### src/rtl/gpr_mp.sv
// Multi-port integer register file with optional write-to-read bypass and a
// per-register pending-write scoreboard. Register 0 reads as zero and is never busy.
module gpr_mp #(
  parameter int XLEN     = 32,
  parameter int NR_REG   = 32,
  parameter int NR_RPORT = 2,
  parameter int NR_WPORT = 1,
  parameter bit BYPASS   = 1'b1
) (
  input  logic                     clock,
  input  logic                     reset,
  input  logic [NR_WPORT-1:0]      wen,
  input  logic [5*NR_WPORT-1:0]    waddr,
  input  logic [XLEN*NR_WPORT-1:0] wdata,
  input  logic [5*NR_RPORT-1:0]    raddr,
  output logic [XLEN*NR_RPORT-1:0] rdata,
  output logic [NR_RPORT-1:0]      rbusy,
  input  logic                     sb_set,
  input  logic [4:0]               sb_addr,
  input  logic                     sb_flush
);

  localparam int AW = 5;
  localparam int IW = (NR_REG > 2) ? $clog2(NR_REG) : 1;

  logic [XLEN-1:0] regs [NR_REG];
  logic [NR_REG-1:0] busy;

  // Per-register view of this cycle's writes and scoreboard set.
  logic [NR_REG-1:0] wr_hit;
  logic [XLEN-1:0]   wr_val [NR_REG];
  logic [NR_REG-1:0] set_hit;

  always_comb begin : write_decode
    wr_hit  = '0;
    set_hit = '0;
    for (int k = 0; k < NR_REG; k++) wr_val[k] = '0;
    // NOTE: blocking assignments in an ascending loop let a higher-index port
    // overwrite a lower one, which is exactly the write-port priority.
    for (int k = 1; k < NR_REG; k++) begin
      for (int i = 0; i < NR_WPORT; i++) begin
        if (wen[i] && waddr[AW*i +: AW] == AW'(k)) begin
          wr_hit[k] = 1'b1;
          wr_val[k] = wdata[XLEN*i +: XLEN];
        end
      end
      set_hit[k] = sb_set && (sb_addr == AW'(k));
    end
  end

  // NOTE: the register array is deliberately reset, since a reset must zero
  // every architectural register immediately rather than leave stale data.
  always_ff @(posedge clock or posedge reset) begin
    if (reset) begin
      for (int k = 0; k < NR_REG; k++) regs[k] <= '0;
    end else begin
      for (int k = 1; k < NR_REG; k++) begin
        if (wr_hit[k]) regs[k] <= wr_val[k];
      end
    end
  end

  // A new producer issued in the same cycle as an older one retires keeps the
  // register pending, so set wins over clear.
  always_ff @(posedge clock or posedge reset) begin
    if (reset) begin
      busy <= '0;
    end else if (sb_flush) begin
      busy <= '0;
    end else begin
      for (int k = 1; k < NR_REG; k++) begin
        if (set_hit[k])     busy[k] <= 1'b1;
        else if (wr_hit[k]) busy[k] <= 1'b0;
      end
    end
  end

  always_comb begin : read_ports
    logic [AW-1:0] ra;
    logic [IW-1:0] ri;
    rdata = '0;
    rbusy = '0;
    for (int j = 0; j < NR_RPORT; j++) begin
      ra = raddr[AW*j +: AW];
      ri = ra[IW-1:0];
      if (!reset && ra != '0 && int'(ra) < NR_REG) begin
        if (BYPASS && wr_hit[ri]) rdata[XLEN*j +: XLEN] = wr_val[ri];
        else                      rdata[XLEN*j +: XLEN] = regs[ri];
        // With forwarding the consumer already gets the data, so no stall.
        rbusy[j] = busy[ri] & ~(BYPASS && wr_hit[ri]);
      end
    end
  end

endmodule

### config.mk
export PLATFORM = sky130hd
export DESIGN_NAME = gpr_mp
export DESIGN_NICKNAME = d
export VERILOG_FILES = /design/src/rtl/gpr_mp.sv
export SDC_FILE = /design/constraint.sdc
export NUM_CORES = 2
export LEC_CHECK = 0
export ABC_CLOCK_PERIOD_IN_PS = 40700
export CORE_MARGIN = 4
export CORE_UTILIZATION = 55
export DETAILED_ROUTE_END_ITERATION = 7
export GPL_ROUTABILITY_DRIVEN = 0
export HOLD_SLACK_MARGIN = 0.12
export PLACE_DENSITY = 0.72
export SLEW_MARGIN = 20
export SYNTH_ARGS = -nofsm -noshare
export SYNTH_HDL_FRONTEND = slang
export SYNTH_SLANG_ARGS = --single-unit
### constraint.sdc
create_clock -name clock -period 40.7 [get_ports clock]
set_clock_uncertainty 0.2 [all_clocks]
set_input_delay 4.07 -clock clock [delete_from_list [all_inputs] [get_ports clock]]
set_output_delay 4.07 -clock clock [all_outputs]
set_load 0.01 [all_outputs]
==> results.toml <==
[run_status]
status = "complete, no violations"

[layout]
fin_nets = 4000
area_growth_pct = 10.0
layout-drive-gt1-share_pct = 46.2

[route]
first_pass_iters = 6
drt_iter0_drc = 4969
postRouteWirelength_mm = 188
drc = 0
viasPerCell = 7.26
detail_route.wl_per_cell_um = 34.7
ant_nets = 0
dr_total_vias = 39200

[timing]
hold_slack_ns = 0.306
fin_tns_setup_ns = 0
finalWorstSetupSlack_ns = 27.23
min_period_over_period_pct = 33.1
grt_setup_unrepaired = "no"
worst_pin_slew_ns = 1.26
setup_viol = 0
finalHoldViolCount = 0
fmax_mhz = 74.3
period_needed_ns = 13.47
slew_headroom_pct = 15.8
drv_slew = 0

[place]
pre_cts_slack_ns = 27.35
dp_hpwl_mm = 108
port_buffers = 122

[critical_path]
cp_num_buf_inv = 2
path_class = "input port to primary output"
cp_common_cell = "clkdlybuf4s50_1"
cp.required_ns = 36.43
cpPeakStageDelay_ns = 1.11
crit_path_start_kind = "input port"
reg2reg_from = "regs[784]"
timing.rr.end = "regs[784]"
cp_slowest_cell = "and3_2"
path_delay_family = "simple AND/OR/NAND/NOR gates"
crit_fanout = 34
path_cells = "clkdlybuf4s50_1, nand2b_1, nor3_2, o311ai_2, and3_2, nand2_2, o21ai_0, clkdlybuf4s50_1"
rrSetupSlack_ns = 39.68
critPathCaptureType = "primary output"
reg2reg_depth = 1
cp_data_arrival_time_ns = 9.20

[synthesis]
ys.warnings.count = 32
synth_cell_types = 86
netlist_area_mm2 = 0.0566
synth_area_per_cell_um2 = 14.1
synth_edf_count = 0
ys_ff_latch = 1023
synthArstFlopShare_pct = 100
ys_seq_area_share_pct = 45.2
synthFlopType = "dfrtp_1"
synth_cells = 4010
synth.net_count = 4067

[worst_hold_path]
hold_path_startpoint = "regs[688]"
hold_path_end = "regs[688]"
hold_depth = 2
min_path_type = "flip-flop to flip-flop"

[job]
maxCapViolations = 0

[clock_network]
cts_max_level = 3
hold_buffers = 0
path_clk_slew_ns = 0.06
clk_path_buf_depth = 3
clkSinkCount = 1023
cts_buffers = 111
clock_latency_ns = 0.68
cts_tree = "yes"
root_buffer = "clkbuf_16"
cts_setup_buffers = 0
cts_resized = 0

[grt]
grt_use_total_pct = 34.9
grt_pass1_vias = 39400
grt_pass1_wl_mm = 274
grt_max_degree = 132
grt_overflow = 0
antenna_found_initial = 8

[pwr]
p_leak_nw = 26.3
powerDensity_mw_per_mm2 = 49.1
total_power_mw = 3.05
vdd_drop_max_mv = 0.0332

[floorplan]
die_area_mm2 = 0.108
rows = 117
core_mm2 = 0.102
io-pin-count = 123
die_h_um = 329
initial_core_util_pct = 55.5
die_x_um = 329
==> flip-flops by register name, summed over array words and instances, names as in the netlist <==
signal,cells
busy,31
regs,992
==> layout by cell type, fill, tap and decap left out, types with 15 or more instances in the layout <==
cell and count:
clkbuf_1 15, mux2i_1 96, o22ai_1 78, clkdlybuf4s50_1 110, mux4_2 439, a22oi_1 34
a22o_1 27, a221oi_1 51, nand2b_1 24, nor3_1 59, clkbuf_8 28, nand2_1 118
nor2_1 75, buf_4 120, nor2b_1 48, o21ai_1 20, mux2_1 21, a211oi_1 39
dfrtp_1 1023, mux2_2 1027, nand3_1 28, a2111oi_0 22, clkinv_2 29, nand2_2 18
o21ai_0 79, a21oi_1 69, clkbuf_16 112
==> report_power, final <==
part | switching, mW | internal [mW]
Sequential | 0.143 | 1.21
Combinational | 0.265 | 0.365
Clock | 0.434 | 0.636
==> cell families after synthesis <==
kind of cell	after synthesis	share of synthesized area, %
AOI/OAI and AO/OA	490	6.03
and+or+nand+nor	462	4.06
DFF	1023	45.2
buffers and inverters	437	4.14
xor gates and xnor gates	8	0.170
muxes	1590	40.4
==> worst max path at each step <==
stage | from | endpoint | slack (ns) | cells after the start
2_1_floorplan | reset | rdata[48] | 4.69 | 3
3_3_place_gp | waddr[1] | rdata[43] | 27.39 | 8
3_5_place_dp | waddr[1] | rdata[43] | 27.35 | 8
4_1_cts | waddr[1] | rdata[43] | 27.32 | 8
5_1_grt | waddr[1] | rdata[43] | 27.06 | 8
6_report | waddr[1] | rdata[43] | 27.23 | 8
==> layout make-up <==
class,count,area [µm²]
inverters,16,68.8
clock buffers,155,3240
repair buffers,241,2130
well taps,1368,1710
multi-input cells,2550,28900
fillers,7778,39600
clock inverters,48,607
flip-flops and latches,1023,25600
diodes,6,15.0
==> Yosys cell counts (all sizes together), types with 4 or more instances <==
master / n / share of area, %
a211oi: 40 / 0.53
a22oi: 34 / 0.45
xnor2: 5 / 0.091
nor3: 62 / 0.57
buf: 222 / 2.7
and2: 8 / 0.093
mux4: 446 / 18
o22a: 6 / 0.093
nor2: 91 / 0.62
mux2i: 96 / 1.7
nor2b: 51 / 0.56
nand2: 136 / 0.91
dfrtp: 1023 / 45
a21oi: 71 / 0.65
nand4: 5 / 0.055
and3: 9 / 0.10
inv: 16 / 0.11
a32oi: 7 / 0.11
a221oi: 52 / 0.82
or2: 7 / 0.077
clkbuf: 199 / 1.3
nor3b: 4 / 0.053
a31oi: 10 / 0.11
a221o: 7 / 0.12
nand3: 33 / 0.31
nor4: 15 / 0.19
a21boi: 4 / 0.053
nand2b: 25 / 0.28
a22o: 27 / 0.42
o21ai: 99 / 0.88
a2111oi: 25 / 0.43
mux2: 1048 / 21
or3: 5 / 0.055
o221a: 4 / 0.080
o22ai: 78 / 0.86
==> metrics by stage <==
stage	util (%)	cells	area, µm²
6_report	61.1	5407	62200
5_1_grt	61.1	5403	62200
4_1_cts	61.1	5401	62200
3_5_place_dp	57.3	5198	58400
3_3_place_gp	57.3	5197	58400
2_1_floorplan	-	4010	56600
==> per-layer routing <==
metal | share of wire, % | GRT usage (%) | up-vias
met5 | 0.023 | 0 | -
met4 | 6.1 | 18.2 | 6
met3 | 12 | 10.7 | 591
met2 | 45 | 51.7 | 2520
met1 | 37 | 46.5 | 20800
li1 | - | - | 15400
(Power assumes the default switching activity.)
